[config.mk]
export PLATFORM = sky130hd
export DESIGN_NAME = alu_pipe
export DESIGN_NICKNAME = d
export VERILOG_FILES = /design/src/rtl/alu_pipe.sv
export SDC_FILE = /design/constraint.sdc
export NUM_CORES = 1
export LEC_CHECK = 0
export BUFFER_PORTS_ARGS = -buffer_cell sky130_fd_sc_hd__clkbuf_2
export CAP_MARGIN = 40
export CELL_PAD_IN_SITES_DETAIL_PLACEMENT = 0
export CELL_PAD_IN_SITES_GLOBAL_PLACEMENT = 1
export CORE_ASPECT_RATIO = 1.2
export CORE_MARGIN = 2
export CORE_UTILIZATION = 30
export DETAILED_ROUTE_END_ITERATION = 8
export PLACE_DENSITY = 0.59
export SYNTH_ARGS = -nofsm -noshare
export SYNTH_HDL_FRONTEND = slang
export SYNTH_SLANG_ARGS = --single-unit
[constraint.sdc]
create_clock -name clock -period 8.4 [get_ports clock]
set_input_delay 1.26 -clock clock [delete_from_list [all_inputs] [get_ports clock]]
set_output_delay 1.26 -clock clock [all_outputs]
set_load 0.05 [all_outputs]
[src/rtl/alu_pipe.sv]
// alu_pipe: handshaked ALU with registered result/flag and iterative shift-add multiply
module alu_pipe #(
  parameter int WIDTH = 32,
  localparam int SHW = $clog2(WIDTH)
) (
  input  logic               clock,
  input  logic               reset_n,
  input  logic               in_valid,
  output logic               in_ready,
  input  logic [3:0]         op,
  input  logic [WIDTH-1:0]   a,
  input  logic [WIDTH-1:0]   b,
  input  logic [WIDTH/2-1:0] value,
  input  logic               highlow,
  output logic               out_valid,
  input  logic               out_ready,
  output logic [WIDTH-1:0]   result,
  output logic               flag,
  output logic               busy
);
  typedef enum logic [1:0] {IDLE, MUL, HOLD} state_t;
  localparam logic [3:0] OP_MUL = 4'd11;
  state_t state;
  logic [2*WIDTH-1:0] acc, mcand, acc_n;
  logic [WIDTH-1:0] mplier, res_c;
  logic [SHW:0] cnt;
  logic [WIDTH:0] sum, dif;
  logic [SHW-1:0] sh;
  logic big, flg_c, take;
  assign in_ready = (state == IDLE) | ((state == HOLD) & out_ready);
  assign out_valid = state == HOLD;
  assign busy = state == MUL;
  assign take = in_valid & in_ready;
  assign sum = {1'b0, a} + {1'b0, b};
  assign dif = {1'b0, a} - {1'b0, b};
  assign sh = b[SHW-1:0];
  assign big = b >= WIDTH'(WIDTH);
  assign acc_n = acc + (mplier[0] ? mcand : '0);
  // single-cycle result and flag for every non-multiply opcode
  always_comb begin
    res_c = '0;
    flg_c = 1'b0;
    case (op)
      4'd0: {flg_c, res_c} = sum;
      4'd1: {flg_c, res_c} = dif;
      4'd2: res_c = big ? '0 : a << sh;
      4'd3: res_c = big ? '0 : a >> sh;
      4'd4: res_c = a;
      4'd5: res_c = highlow ? {value, a[WIDTH/2-1:0]} : {a[WIDTH-1:WIDTH/2], value};
      4'd6: res_c = big ? {WIDTH{a[WIDTH-1]}} : $unsigned($signed(a) >>> sh);
      4'd8: flg_c = a == b;
      4'd9: flg_c = a < b;
      4'd10: flg_c = a > b;
      default: ;
    endcase
  end
  // control FSM, multiply datapath and output registers
  always_ff @(posedge clock or negedge reset_n) begin
    if (!reset_n) begin
      state <= IDLE;
      result <= '0;
      flag <= 1'b0;
      cnt <= '0;
      acc <= '0;
      mcand <= '0;
      mplier <= '0;
    end else if (state == MUL) begin
      acc <= acc_n;
      mcand <= mcand << 1;
      mplier <= mplier >> 1;
      cnt <= cnt - 1'b1;
      if (cnt == 1) begin
        result <= acc_n[WIDTH-1:0];
        flag <= |acc_n[2*WIDTH-1:WIDTH];
        state <= HOLD;
      end
    end else if (take) begin
      if (op == OP_MUL) begin
        mcand <= {{WIDTH{1'b0}}, a};
        mplier <= b;
        acc <= '0;
        cnt <= (SHW+1)'(WIDTH);
        state <= MUL;
      end else begin
        result <= res_c;
        flag <= flg_c;
        state <= HOLD;
      end
    end else if (out_ready) state <= IDLE;
  end
endmodule

After elaboration in Yosys (flattened, before gate mapping)
Cells that the tools add are included.
- add/sub/neg operators: 4
- order comparisons: 3
- equal/unequal tests: 16
- shifts and indexed selects: 3
- mux-type cells: 32
- bitwise logic cells: 3
- reductions and logical operators: 9
- operators with widths (kind ; number):
    $mux 64 ; 7
    $mux 32 ; 11
    $pmux 32 s7 ; 1
    $add 64x64->64 ; 1
    $add 32x32->33 ; 1
    $sub 32x32->33 ; 1
    $eq 32x32->1 ; 1
    $ge 32x6->1 const B ; 1
    $gt 32x32->1 ; 1
    $lt 32x32->1 ; 1
    $reduce_or 32->1 ; 1
    $shl 32x5->32 ; 1
    $shr 32x5->32 ; 1
    $sshr 32x5->32 ; 1
    $mux 6 ; 3
    $eq 4x4->1 const B ; 4
    $eq 4x3->1 const B ; 3
    $mux 2 ; 5
    $eq 4x2->1 const B ; 2
    $eq 6x1->1 const B ; 1
    $sub 6x1->6 const B ; 1
    $pmux 1 s5 ; 1
    $eq 4x1->1 const B ; 1
    $logic_not 4->1 ; 1
    other kinds (12) ; 18
- register bits: 201
- input bits: 89
- output and inout bits: 36
- word-level logic and storage cells: 77

Logic depth before layout (Yosys ltp)
- depth in word-level cells: 6
- depth in mapped cells: 17
- depth with buffers taken out: 15

Least setup slack after synthesis
OpenSTA, ideal clock, no wires.
- path type: input to register
- from: input port b[2]
- to: register flag
- setup time: 0.126 ns
- data arrival time: 5.051 ns
- data required time: 8.274 ns
- slack: 3.223 ns
- stages on the path: 16
- buffers on the path: 3
- path through: clkbuf_1 -> inv_2 -> buf_1 -> clkbuf_1 -> ha_1 -> nand2b_1 -> a21oi_1 -> o21ba_2 -> o211a_1 -> or3_1 -> a21oi_1 -> nor2_1 -> nor3_1 -> a31oi_1 -> or4b_1 -> o32a_1
- cells in the longest elaborated chain, start to end: 5
- elaborated cells on any way between the ends: 9
- classes of those cells: add/sub (2); order compare (2); eq/ne (1); mux (4)
- RTL lines (item ; line ; RTL):
    start, declared ; 12 ; input logic [WIDTH-1:0] b,
    $sub 32x32->33 (tied with other cells) ; 35 ; assign dif = {1'b0, a} - {1'b0, b};
    $pmux 1 s5 * ; 43 ; case (op)
    $mux 1 * ; 78 ; if (op == OP_MUL) begin
    $mux 1 * ; 77 ; end else if (take) begin
    $mux 1 * ; 67 ; end else if (state == MUL) begin
    end signal, assigned ; 74 ; flag <= |acc_n[2*WIDTH-1:WIDTH];
    end signal, assigned ; 86 ; flag <= flg_c;
    end, declared ; 18 ; output logic flag,
Every way passes the cells marked *; elsewhere a longest branch is shown, timed or not. The select of a mux whose other input is x is not followed.
A chain may end at the register's enable or synchronous reset.

Worst setup path after layout
Ends and elaborated chain as after synthesis.

==> key figures <==
Final layout
  – Most common cell after layout, fill and taps aside: nand2_1
  – Nets: 2993
  – Commonest non-fill, non-tap cells in the layout: 408 x nand2_1, 288 x nor2_1, 240 x a21oi_1, 210 x o21ai_0, 201 x dfrtp_1
  – Synth-to-Final Area Change: 12.2%
  – Share of layout cells above drive strength 1: ~11%

Timing
  – Worst hold slack: roughly 0.48 ns
  – Fmax: between 0.15 and 0.2 GHz
  – Worst rel slew slack: 34.1%
  – Ratio of final minimum period to clock period: roughly 62%
  – Final Hold Viols: 0
  – Setup_tns: 0 ns
  – Unrepaired setup endpoints after global routing: false
  – Final max-slew violation count: 0
  – Max Clock Skew: 0.0341 ns
  – Setup violations, final: 0
  – Slew @ Worst Pin: a little under 1 ns
  – Final Critical Period: approximately 5.2 ns

Worst setup path
  – CP max-delay cell: or4b_1
  – Worst setup SP type: input pin
  – Crit Path Class: in2reg
  – WP data arrival: 5.72 ns
  – CP max stage delay: 0.54 ns
  – Reg2Reg Depth: 16
  – WP data required: approximately 8.9 ns
  – Crit end category: register
  – Worst path bufs/invs: 4
  – Critical-path cell list: clkbuf_2 -> buf_4 -> inv_2 -> buf_4 -> ha_1 -> nand2b_1 -> a21oi_1 -> o21ba_2 -> o211a_1 -> or3_1 -> a21oi_1 -> nor2_1 -> nor3_1 -> a31oi_1 -> or4b_1 -> o32a_1
  – Crit path max-delay family: compound AO/OA/AOI/OAI gates
  – Crit Path Max Fanout: 55
  – Crit. path cell count: 16

GRT
  – Number of global-route vias before repair: about 22000
  – GR Util All Layers: 27.9%
  – Met2 Use GR: a little under half
  – Top Usage Layer GRT: met2
  – Met3 Track Usage GR: 3.69%
  – Global-route wire length before repair: 150000 um
  – Initial antenna violation count: 3
  – Grt total ovfl: 0
  – Largest net degree at the start of global routing: 74
  – Fraction of met1 tracks used by global routing: between 30 and 40%

Synthesis
  – Cell Area, Synth: between 20000 and 25000 um^2
  – Synth async-reset ratio: between 90% and 100%
  – Synthesized flop and latch total: 201
  – Yosys cell types: 93
  – Top-area cell type share of the netlist area: between 20% and 30%
  – Post-synth top flop: dfrtp_1
  – Area contributors post-synth: dfrtp_1 24%, ha_1 7.8%, nand2_1 7.4%
  – Yosys synthesis warning count: 0
  – Number of synthesized flops with an enable pin: 0
  – Synth Instances: 2749
  – Synthesized Nets: around 3000
  – Top cell type by total area after synthesis: dfrtp_1
  – Post-synthesis sequential area ratio: between 20% and 30%
  – Syn Area/Cell: ~7.5 um^2

Floorplanning
  – Core region area: roughly 70000 um^2
  – Die H: slightly below 300 um
  – DIE AREA: approximately 70000 um^2
  – Ports: 125
  – Row cnt: ~110
  – Initial Util: ~30%
  – Die width: approximately 240 um

Clock tree
  – Clock Path Buffers: 3
  – Setup bufs post-CTS: 0
  – CTS clk-pin slew, worst paths: about 0.06 ns
  – CTS sink count: ~200
  – Worst-Skew Late Latency: 0.60 ns
  – CTS tree: done
  – CTS buffer count: 27
  – Clock Root Buffer: clkbuf_16
  – H-tree Lvls: 1
  – Post-CTS Resized: 0
  – Hold-fix buffers, CTS: 0

Placed design
  – Post-DP HPWL: roughly 80000 um
  – GP Congestion: slightly above 1
  – PortBufs: roughly 120

Route
  – Final antenna-violating net count: 0
  – DR WL/cell: ~27 um
  – 1st-pass router iterations: 6
  – Iteration-0 DRC Markers: 2055
  – DRT Wirelength: about 100000 um
  – Vias: 22100
  – Via density: between 5 and 6
  – Drt drc: 0

Status
  – Status: complete, no violations

Flow run
  – Maxcap violations: 0

Power and ir drop
  – PD cells: 264 nW/um^2
  – P_leak: 10.1 nW
  – IR drop worst, VDD: 161 uV

Hold path
  – Hold Path Class: reg2reg
  – Hold depth: 2
-- synth_stat cells (11+ instances only) --
cell / number
nand2_1: 408
nor2_1: 290
a21oi_1: 240
o21ai_0: 211
dfrtp_1: 201
clkbuf_1: 142
ha_1: 130
inv_1: 84
and2_1: 75
mux2i_1: 72
nand3_1: 64
a21o_1: 47
o22ai_1: 47
a22oi_1: 43
xnor2_1: 42
a31oi_1: 41
nor3_1: 39
mux4_2: 36
xor2_1: 32
a211oi_1: 28
o21bai_1: 28
nand2b_1: 26
nand4_1: 26
o211ai_1: 25
buf_1: 24
o21a_1: 24
o221ai_1: 20
nor4_1: 19
o31ai_1: 19
a221oi_1: 17
nor2b_1: 17
a222oi_1: 16
mux2_2: 15
or3_1: 12
a21boi_0: 11
buf_2: 11
-- kinds of logic (layout without fill, tap and decap cells) --
kind of cell,after synthesis,in the layout,share of synthesized area [%]
simple gates,1027,1027,22.3
mux,123,123,8.20
compound gates,922,922,28.9
buf+inv,269,311,5.03
fa+ha+maj,133,133,8.14
other cells,0,1,0
xor+xnor,74,74,3.13
flops,201,201,24.3
-- state kept, by name (all words and copies together) (netlist names) --
| register | count |
|---|---|
| acc | 64 |
| mcand | 64 |
| mplier | 32 |
| result | 32 |
| cnt | 6 |
| state | 2 |
| flag | 1 |
-- cell type report --
type | instances | area (um^2)
clock inverter | 14 | 195
tap | 909 | 1140
clock buffer | 35 | 736
sequential | 201 | 5030
antenna | 1 | 2.50
multi-input combinational | 2279 | 14700
timing repair buffer | 174 | 1090
inverter | 88 | 333
fill | 7397 | 45100
-- layer usage --
layer  wire, um  part of all wire, %
met5         10               0.0098
met4       4770                  4.7
met2      47100                   46
met1      43700                   43
met3       6040                  5.9
-- through the flow --
stage | utilization [%] | total power [W] | worst slack (ns) | instance area (um^2) | instances
floorplan | - | 0.00386 | 3.22 | 20700 | 2749
global route | 34.0 | 0.00660 | 2.90 | 23300 | 3701
global placement | 32.5 | 0.00487 | 2.57 | 22200 | 3643
CTS | 34.0 | 0.00618 | 3.23 | 23200 | 3700
detailed placement | 32.7 | 0.00489 | 2.60 | 22300 | 3651
finish | 34.0 | 0.00615 | 3.16 | 23300 | 3701
-- where the power goes --
part / switching, W / internal, W / leakage (nW) / total, W
clock network: 0.000504 / 0.000743 / 0.459 / 0.00125
logic: 0.00210 / 0.00112 / 7.08 / 0.00322
registers: 0.000323 / 0.00136 / 2.54 / 0.00169
total: 0.00293 / 0.00322 / 10.1 / 0.00615
-- worst reg2reg max path, cell delays in order (launching register included) --
cell	delay [ns]
dfrtp_1	0.67
buf_8	0.24
and2_1	0.15
ha_1	0.19
inv_1	0.08
fa_1	0.41
nand2b_1	0.19
a21o_1	0.23
a2111oi_4	0.46
o21ai_2	0.16
a2111oi_4	0.47
a21o_1	0.26
xor2_1	0.18
a2111oi_4	0.24
nand4_1	0.17
or4b_1	0.54
o32a_1	0.34
-- path summary, 6_finish.rpt --
path / slack (ns) / startpoint / endpoint
setup / recovery: 3.16 / b[2] / flag
hold / removal: 0.48 / mplier[29] / mplier[29]
setup reg to reg: 3.30 / mplier[0] / flag
hold reg to reg: 0.48 / mplier[29] / mplier[29]
max in group asynchronous: 6.69 / reset_n / mplier[1]
min in group asynchronous: 0.61 / reset_n / mcand[48]
(Power assumes the default switching activity.)
